File: config.mk
export PLATFORM = sky130hd
export DESIGN_NAME = multi_speed_detector
export DESIGN_NICKNAME = d
export VERILOG_FILES = /design/src/rtl/speed_pkg.sv /design/src/rtl/speed_channel.sv /design/src/rtl/multi_speed_detector.sv
export SDC_FILE = /design/constraint.sdc
export NUM_CORES = 1
export LEC_CHECK = 0
export BUFFER_PORTS_ARGS = -buffer_cell sky130_fd_sc_hd__buf_2
export CAP_MARGIN = 20
export CORE_MARGIN = 2
export CORE_UTILIZATION = 35
export CTS_BUF_LIST = sky130_fd_sc_hd__clkbuf_4
export CTS_CLUSTER_DIAMETER = 200
export CTS_CLUSTER_SIZE = 25
export DETAILED_ROUTE_END_ITERATION = 10
export PLACE_DENSITY = 0.5
export SLEW_MARGIN = 10
export SYNTH_ARGS = -nofsm -noshare
export SYNTH_HDL_FRONTEND = slang
export SYNTH_SLANG_ARGS = --single-unit
File: constraint.sdc
create_clock -name clk -period 2.35 [get_ports clk]
set_input_delay 0.1175 -clock clk [delete_from_list [all_inputs] [get_ports clk]]
set_output_delay 0.1175 -clock clk [all_outputs]
set_load 0.1 [all_outputs]
File: src/rtl/speed_pkg.sv
// Shared types and defaults for the multi-channel speed detector.
// Optional glitch filtering is selected with the GLITCH_FILTER_EN macro.
package speed_pkg;

    typedef enum logic [0:0] {
        IDLE = 1'b0,
        RUN  = 1'b1
    } state_t;

    localparam int unsigned CLK_HZ          = 40000000;
    localparam int unsigned DEF_GATE_CYCLES = CLK_HZ;
    localparam int unsigned DEF_OUT_W       = 8;

    // Width of a counter that must reach cycles-1; never narrower than 1 bit.
    function automatic int unsigned gate_w(input int unsigned cycles);
        return (cycles > 1) ? $clog2(cycles) : 1;
    endfunction

endpackage

File: src/rtl/speed_channel.sv
// One tach channel: synchroniser, optional stability filter (GLITCH_FILTER_EN),
// rising-edge detect, saturating edge counter and latched result.
module speed_channel #(
    parameter int unsigned OUT_W         = 8,
    parameter int unsigned SYNC_STAGES   = 2,
    parameter int unsigned FILTER_CYCLES = 4
) (
    input  logic             clk,
    input  logic             reset,
    input  logic             pulse,
    input  logic             clear,
    input  logic             latch,
    output logic [OUT_W-1:0] speed,
    output logic             sat
);

    logic [SYNC_STAGES-1:0] sync;
    logic                   sync_out;
    logic                   level;
    logic                   prev;
    logic                   rise;
    logic [OUT_W:0]         cnt;
    logic [OUT_W:0]         cnt_next;

    always_ff @(posedge clk or negedge reset) begin
        if (!reset) begin
            sync <= '0;
        end else begin
            sync <= {sync[SYNC_STAGES-2:0], pulse};
        end
    end

    assign sync_out = sync[SYNC_STAGES-1];

`ifdef GLITCH_FILTER_EN
    localparam int unsigned FW = $clog2(FILTER_CYCLES + 1);

    logic          filt;
    logic [FW-1:0] fcnt;

    // Filtered level follows only after FILTER_CYCLES consecutive differing samples.
    always_ff @(posedge clk or negedge reset) begin
        if (!reset) begin
            filt <= 1'b0;
            fcnt <= '0;
        end else if (filt != sync_out) begin
            if (fcnt == FW'(FILTER_CYCLES - 1)) begin
                filt <= sync_out;
                fcnt <= '0;
            end else begin
                fcnt <= fcnt + FW'(1);
            end
        end else begin
            fcnt <= '0;
        end
    end

    assign level = filt;
`else
    assign level = sync_out;
`endif

    assign rise     = level & ~prev;
    assign cnt_next = (rise && !cnt[OUT_W]) ? cnt + (OUT_W+1)'(1) : cnt;

    always_ff @(posedge clk or negedge reset) begin
        if (!reset) begin
            prev  <= 1'b0;
            cnt   <= '0;
            speed <= '0;
            sat   <= 1'b0;
        end else begin
            prev <= level;
            if (clear) begin
                cnt <= '0;
            end else if (latch) begin
                // The window-end cycle's own edge is folded into the published result.
                cnt   <= '0;
                speed <= cnt_next[OUT_W] ? '1 : cnt_next[OUT_W-1:0];
                sat   <= cnt_next[OUT_W];
            end else begin
                cnt <= cnt_next;
            end
        end
    end

endmodule

File: src/rtl/multi_speed_detector.sv
// Multi-channel tach speed detector: common gate window, per-channel counts,
// one-cycle valid strobe. GLITCH_FILTER_EN enables per-channel input filtering.
module multi_speed_detector
    import speed_pkg::*;
#(
    parameter int unsigned CHANNELS      = 4,
    parameter int unsigned OUT_W         = DEF_OUT_W,
    parameter int unsigned GATE_CYCLES   = DEF_GATE_CYCLES,
    parameter int unsigned SYNC_STAGES   = 2,
    parameter int unsigned FILTER_CYCLES = 4
) (
    input  logic                      clk,
    input  logic                      reset,
    input  logic                      enable,
    input  logic [CHANNELS-1:0]       pulse,
    output logic [CHANNELS*OUT_W-1:0] speed,
    output logic [CHANNELS-1:0]       sat,
    output logic                      valid
);

    localparam int unsigned GW = gate_w(GATE_CYCLES);

    state_t        state;
    logic [GW-1:0] gate;
    logic          window_end;
    logic          clear;
    logic          latch;

    assign window_end = (state == RUN) && (gate == GW'(GATE_CYCLES - 1));
    assign clear      = (state == IDLE) || !enable;
    assign latch      = window_end && enable;

    always_ff @(posedge clk or negedge reset) begin
        if (!reset) begin
            state <= IDLE;
            gate  <= '0;
            valid <= 1'b0;
        end else begin
            valid <= 1'b0;
            case (state)
                IDLE: begin
                    gate <= '0;
                    if (enable) state <= RUN;
                end
                RUN: begin
                    if (!enable) begin
                        state <= IDLE;
                        gate  <= '0;
                    end else if (window_end) begin
                        gate  <= '0;
                        valid <= 1'b1;
                    end else begin
                        gate <= gate + GW'(1);
                    end
                end
                default: begin
                    state <= IDLE;
                    gate  <= '0;
                end
            endcase
        end
    end

    for (genvar i = 0; i < CHANNELS; i++) begin : g_ch
        speed_channel #(
            .OUT_W        (OUT_W),
            .SYNC_STAGES  (SYNC_STAGES),
            .FILTER_CYCLES(FILTER_CYCLES)
        ) u_ch (
            .clk   (clk),
            .reset (reset),
            .pulse (pulse[i]),
            .clear (clear),
            .latch (latch),
            .speed (speed[i*OUT_W +: OUT_W]),
            .sat   (sat[i])
        );
    end

endmodule

# --- Word level (Yosys, flattened, before mapping) ---
# Index checks and enable logic that the tools add are counted.
op_classes:
  bitwise: 10
  shifts: 0
  n_div: 0
  n_addsub: 5
  reduce_logical: 13
  n_mul: 0
  n_eq_ne: 1
  muxes: 23
  n_lt_le_gt_ge: 0
ops:
  columns: ["cell", "count"]
  rows:
  - ["$mux W9", 12]
  - ["$mux W26", 2]
  - ["$pmux W26 S2", 1]
  - ["$add A9 B1 Y9 const B", 4]
  - ["$mux W8", 4]
  - ["$add A26 B1 Y26 const B", 1]
  - ["$eq A26 B26 Y1 const B", 1]
  - ["$logic_and A1 B1 Y1", 6]
  - ["$not A1 Y1", 6]
  - ["$logic_not A1 Y1", 5]
  - ["$and A1 B1 Y1", 4]
  - ["$mux W1", 4]
  - ["$reduce_and A2 Y1", 1]
  - ["$logic_or A1 B1 Y1", 1]
totals:
  memories: 0
  latch_bits: 0
  output_inout_bits: 37
  input_bits: 7
  register_bits: 112
  mem_bits_rw: 0
  mem_bits_ro: 0
  wordCells: 75

# --- Logic depth before layout (Yosys ltp) ---
depth:
  depth_word: 6
  ltp_mapped: 7
  mapped_depth_nobuf: 5

# --- Hierarchy ---
# From an unflattened synthesis, not the netlist that was laid out.
unflattened:
  hier_cells: 484
  hier_area_um2: 5173.7
modules_own_cells:
  columns: ["module", "cells_per_inst", "seq_area_each_um2", "area_each_um2", "n_inst"]
  rows:
  - ["speed_channel", 83, 525.5, 927.1, 4]
  - ["multi_speed_detector", 152, 700.7, 1465.2, 1]

# --- Worst setup path before layout ---
# OpenSTA, ideal clock, no wires.
synth_timing:
  path_kind: "register to register"
  from: "reg gate[0]"
  to: "reg g_ch[0].u_ch.speed[0]"
  synth_period_minus_slack_ns: 2.107
  path_stages_with_launch: 7
  arrival_time_ns: 1.981
  setup_slack_ns: 0.243
  required_time_ns: 2.224
  path_buffers: 1
  setup_ns: 0.126
  cell_sequence: "dfrtp_1 ha_1 inv_1 or3_4 nor4_4 buf_6 mux2_4"
synth_via:
  elab_chain_len: 4
synth_rtl:
  columns: ["item", "line_no", "text"]
  rows:
  - ["from (decl)", "multi_speed_detector.sv:24", "logic [GW-1:0] gate;"]
  - ["from (signal assigned)", "multi_speed_detector.sv:53", "gate <= gate + GW'(1);"]
  - ["$eq A26 B26 Y1", "multi_speed_detector.sv:29", "assign window_end = (state == RUN) && (gate == GW'(GATE_CYCLES - 1));"]
  - ["$logic_and A1 B1 Y1", "multi_speed_detector.sv:29", null]
  - ["$logic_and A1 B1 Y1", "multi_speed_detector.sv:31", "assign latch = window_end && enable;"]
  - ["$reduce_and A2 Y1 (no line)", null, null]
  - ["to (signal assigned)", "speed_channel.sv:79", "speed <= cnt_next[OUT_W] ? '1 : cnt_next[OUT_W-1:0];"]
  - ["to (decl)", "speed_channel.sv:13", "output logic [OUT_W-1:0] speed,"]
# Every way passes these cells.
# A chain may end at the register's enable or synchronous reset.

# --- Worst setup path in the final report ---
layout_timing:
  from: "reg g_ch[1].u_ch.cnt[0]"
  to: "reg g_ch[1].u_ch.speed[6]"
layout_via:
  elab_chain_len: 3
layout_rtl:
  columns: ["item", "line_no", "text"]
  rows:
  - ["from (decl)", "speed_channel.sv:22", "logic [OUT_W:0] cnt;"]
  - ["from (signal assigned)", "speed_channel.sv:82", "cnt <= cnt_next;"]
  - ["$add A9 B1 Y9", "speed_channel.sv:64", "assign cnt_next = (rise && !cnt[OUT_W]) ? cnt + (OUT_W+1)'(1) : cnt;"]
  - ["$mux W9", "speed_channel.sv:64", null]
  - ["$mux W8", "speed_channel.sv:79", null]
  - ["to (signal assigned)", "speed_channel.sv:79", null]
  - ["to (decl)", "speed_channel.sv:13", null]
# Every way passes these cells.

==> impl_metrics.yaml <==
detailed_routing:
  metal_1_wl_microns: 5860
  vias: 3850
  ant_nets: 0
  routed-wl-met3_microns: 334
  drcViolationCount: 0
  totalWireLength_microns: 11500
  max_used_layer: "met4"
  drt-wirelength-per-cell_microns: 15.5
  wl_met2_microns: 5120
  first_pass_iters: 5
  first_iter_violations: 194
  vias_per_cell: 5.20
cts:
  tritoncts_num_sinks: 112
  postCtsSetupBuffers: 0
  clk_latency_ps: 490
  clkSlewWorstSetupHoldPaths_ps: 180
  htree_num_levels: 3
  clockRootBuffer: "sky130_fd_sc_hd__clkbuf_4"
  clock_path_buffers: 2
  tritoncts: "done"
  numCtsBuffers: 9
timing:
  max_clock_freq_ghz: 0.460
  max_slew.worst_pin.slew_ps: 693
  final_max_slew_viol_count: 0
  fin_hold_ws_ps: 160
  final_min_period_over_clock_period: 0.924
  totalNegativeSetupSlack_ps: 0
  post-route-min-period_ps: 2170
  setup_viol_count_final: 0
  rsz0062_at_grt: "false"
  maxSlewHeadroom: 0.536
  finalHoldViolations: 0
  worst_clock_skew_ps: 22.6
worst_setup_path:
  regToRegStartpoint: "g_ch[1].u_ch.cnt[0]"
  timing.critical_path.required_ps: 2720
  critical_path_class: "reg2reg"
  reg2reg_to: "g_ch[1].u_ch.speed[6]"
  worst-endpoint-arrival_ps: 2550
  rr_worst_depth: 5
  critical_path.endpoint_type: "flop"
  maximum_fanout_count_along_the_critical_path: 5
  startpoint_type: "flop"
  rrSetupSlack_ps: 180
yosys:
  synth-edff-count: 0
  dominantRegCellSynth: "sky130_fd_sc_hd__dfrtp_1"
  synth.yosys.warnings: 0
  synth.area.top_cells: "sky130_fd_sc_hd__dfrtp_1, sky130_fd_sc_hd__mux2_2, sky130_fd_sc_hd__xnor2_1, sky130_fd_sc_hd__nand3_1, sky130_fd_sc_hd__nor2_1"
  synth.ff_latch_count: 112
  syn-num-nets: 504
  asyncSetResetFlopFracSynth: 1.00
  ys_seq_area_frac: 0.526
  synth_area_sq_mm: 0.00533
  synthesis.area_per_instance_sq_um: 10.8
  synthCells: 492
  synthDominantCellAreaShare: 0.526
  ys_types: 55
  synth_top_area_cell: "sky130_fd_sc_hd__dfrtp_1"
floorplan:
  dieArea_sq_mm: 0.0162
  core.rowCount: 45
  die-width_microns: 127
  coreArea_sq_mm: 0.0150
  floorplan.initialDensity: 0.355
  die_y_microns: 127
  io-pin-count: 44
power:
  cellLeakagePower_nw: 2.70
  max-vdd-ir-drop_v: 0.000218
  cellPowerDensity_mw_per_mm2: 511
global_routing:
  grt_pass1_wl_microns: 19400
  globalRouteOverflowTotal: 0
  grt_max_degree: 46
  first_global_vias: 3849
  grt_util_all_layers: 0.150
  grt_antenna_before_repair: 1
place:
  placedInstanceArea_sq_mm: 0.00584
  place.gp.congestion: 0.780
  number_of_port_buffers: 43
  placedCellCount: 718
  place.detailed.hpwl_microns: 7910
final_layout:
  finalInstanceArea_sq_mm: 0.00604
  layout.core_utilization: 0.402
  final_cell_count_no_fill: 741
  drive_gt1_frac: 0.207
  nets: 559
  syn2layout_area_growth_pct: 13.3
worst_hold_path:
  min-delay-path-class: "in2async"
outcome:
  run_status: "complete, no violations"
flow_run:
  timing.max_cap.violations: 0
[through the flow]
stage          setup WS (ps)  total power, mW
2_1_floorplan            243             2.06
3_3_place_gp             164             2.14
3_5_place_dp             168             2.14
4_1_cts                  149             3.16
5_1_grt                 9.29             3.23
6_report                 178             3.09
[area by class of cell]
class	count	area (sq um)
clock buffer	9	67.6
multi-input combinational	347	2380
tap	188	235
sequential	112	2800
timing repair buffer	66	443
antenna	1	2.50
inverter	11	41.3
fill	1472	8990
clock inverter	7	71.3
[layer usage]
layer	track usage	vias up
met1	0.202	1884
met2	0.238	48
met3	0.0377	9
met5	0	-
met4	0.0472	0
li1	-	1909
[worst max path at each step]
| stage | from | endpoint | depth (start not counted) |
|---|---|---|---|
| global route | g_ch[1].u_ch.cnt[0] | g_ch[1].u_ch.speed[6] | 5 |
| finish | g_ch[1].u_ch.cnt[0] | g_ch[1].u_ch.speed[6] | 5 |
| CTS | g_ch[1].u_ch.cnt[0] | g_ch[1].u_ch.speed[6] | 5 |
| global placement | g_ch[1].u_ch.cnt[0] | g_ch[1].u_ch.speed[6] | 5 |
| floorplan | gate[0] | g_ch[0].u_ch.speed[0] | 6 |
| detailed placement | g_ch[1].u_ch.cnt[0] | g_ch[1].u_ch.speed[6] | 5 |
[Yosys cell counts, types with 6 or more instances]
master and count:
sky130_fd_sc_hd__a21oi_1 31, sky130_fd_sc_hd__clkbuf_1 14, sky130_fd_sc_hd__dfrtp_1 112, sky130_fd_sc_hd__inv_1 11
sky130_fd_sc_hd__mux2_2 17, sky130_fd_sc_hd__mux2_4 9, sky130_fd_sc_hd__nand2_1 32, sky130_fd_sc_hd__nand3_1 32
sky130_fd_sc_hd__nand4_1 13, sky130_fd_sc_hd__nor2_1 42, sky130_fd_sc_hd__nor4bb_1 6, sky130_fd_sc_hd__o21ai_0 24
sky130_fd_sc_hd__o31ai_1 10, sky130_fd_sc_hd__or3_1 14, sky130_fd_sc_hd__or4_1 12, sky130_fd_sc_hd__xnor2_1 21
sky130_fd_sc_hd__xor2_1 9
[cell usage in the layout (no fill, tap or decap), types with 4 or more instances in the layout]
cell	n
sky130_fd_sc_hd__mux2i_1	5
sky130_fd_sc_hd__nor4_1	4
sky130_fd_sc_hd__clkbuf_4	9
sky130_fd_sc_hd__dfrtp_1	112
sky130_fd_sc_hd__inv_1	11
sky130_fd_sc_hd__xor2_1	9
sky130_fd_sc_hd__nand4_1	13
sky130_fd_sc_hd__buf_2	42
sky130_fd_sc_hd__a21oi_1	31
sky130_fd_sc_hd__and4_1	5
sky130_fd_sc_hd__buf_4	15
sky130_fd_sc_hd__dlygate4sd3_1	6
sky130_fd_sc_hd__or4_1	12
sky130_fd_sc_hd__ha_1	5
sky130_fd_sc_hd__nor4bb_1	6
sky130_fd_sc_hd__mux2_4	9
sky130_fd_sc_hd__or3_1	14
sky130_fd_sc_hd__o31ai_1	10
sky130_fd_sc_hd__o21ai_0	24
sky130_fd_sc_hd__nand4bb_1	5
sky130_fd_sc_hd__xnor2_1	21
sky130_fd_sc_hd__nand3_1	32
sky130_fd_sc_hd__nand2_1	32
sky130_fd_sc_hd__mux2_2	17
sky130_fd_sc_hd__nor2_1	42
sky130_fd_sc_hd__and3_1	4
[worst max-delay path: stages (launching register included)]
cell and delay (ps):
sky130_fd_sc_hd__dfrtp_1 470, sky130_fd_sc_hd__ha_1 220, sky130_fd_sc_hd__nand4_1 160, sky130_fd_sc_hd__or4b_2 630, sky130_fd_sc_hd__a2111oi_0 510, sky130_fd_sc_hd__a21oi_1 80
[registers in the layout (all words and copies together), names as in the netlist]
name and flops:
gate 26, state 1, g_ch.u_ch.sync 8, g_ch.u_ch.speed 32
valid 1, g_ch.u_ch.prev 4, g_ch.u_ch.sat 4, g_ch.u_ch.cnt 36
[power breakdown]
part	internal, mW	switching, mW
Combinational	0.0449	0.0981
Sequential	1.95	0.0179
Clock	0.324	0.655
[kinds of logic after synthesis]
kind of cell,count (synthesis),synth area share
AOI/OAI and AO/OA,83,0.0930
and+or+nand+nor,198,0.219
buffers and inverters,33,0.0305
muxes,31,0.0707
xor gates and xnor gates,30,0.0493
adders and majority gates,5,0.0117
DFF,112,0.526
[what timing repair did]
item                                    in CTS  in global routing
resized for setup                            0                  0
endpoints found under the setup margin       0                  0
hold buffers                                 6                  0
endpoints found under the hold margin       50                  0
(Power assumes the default switching activity.)
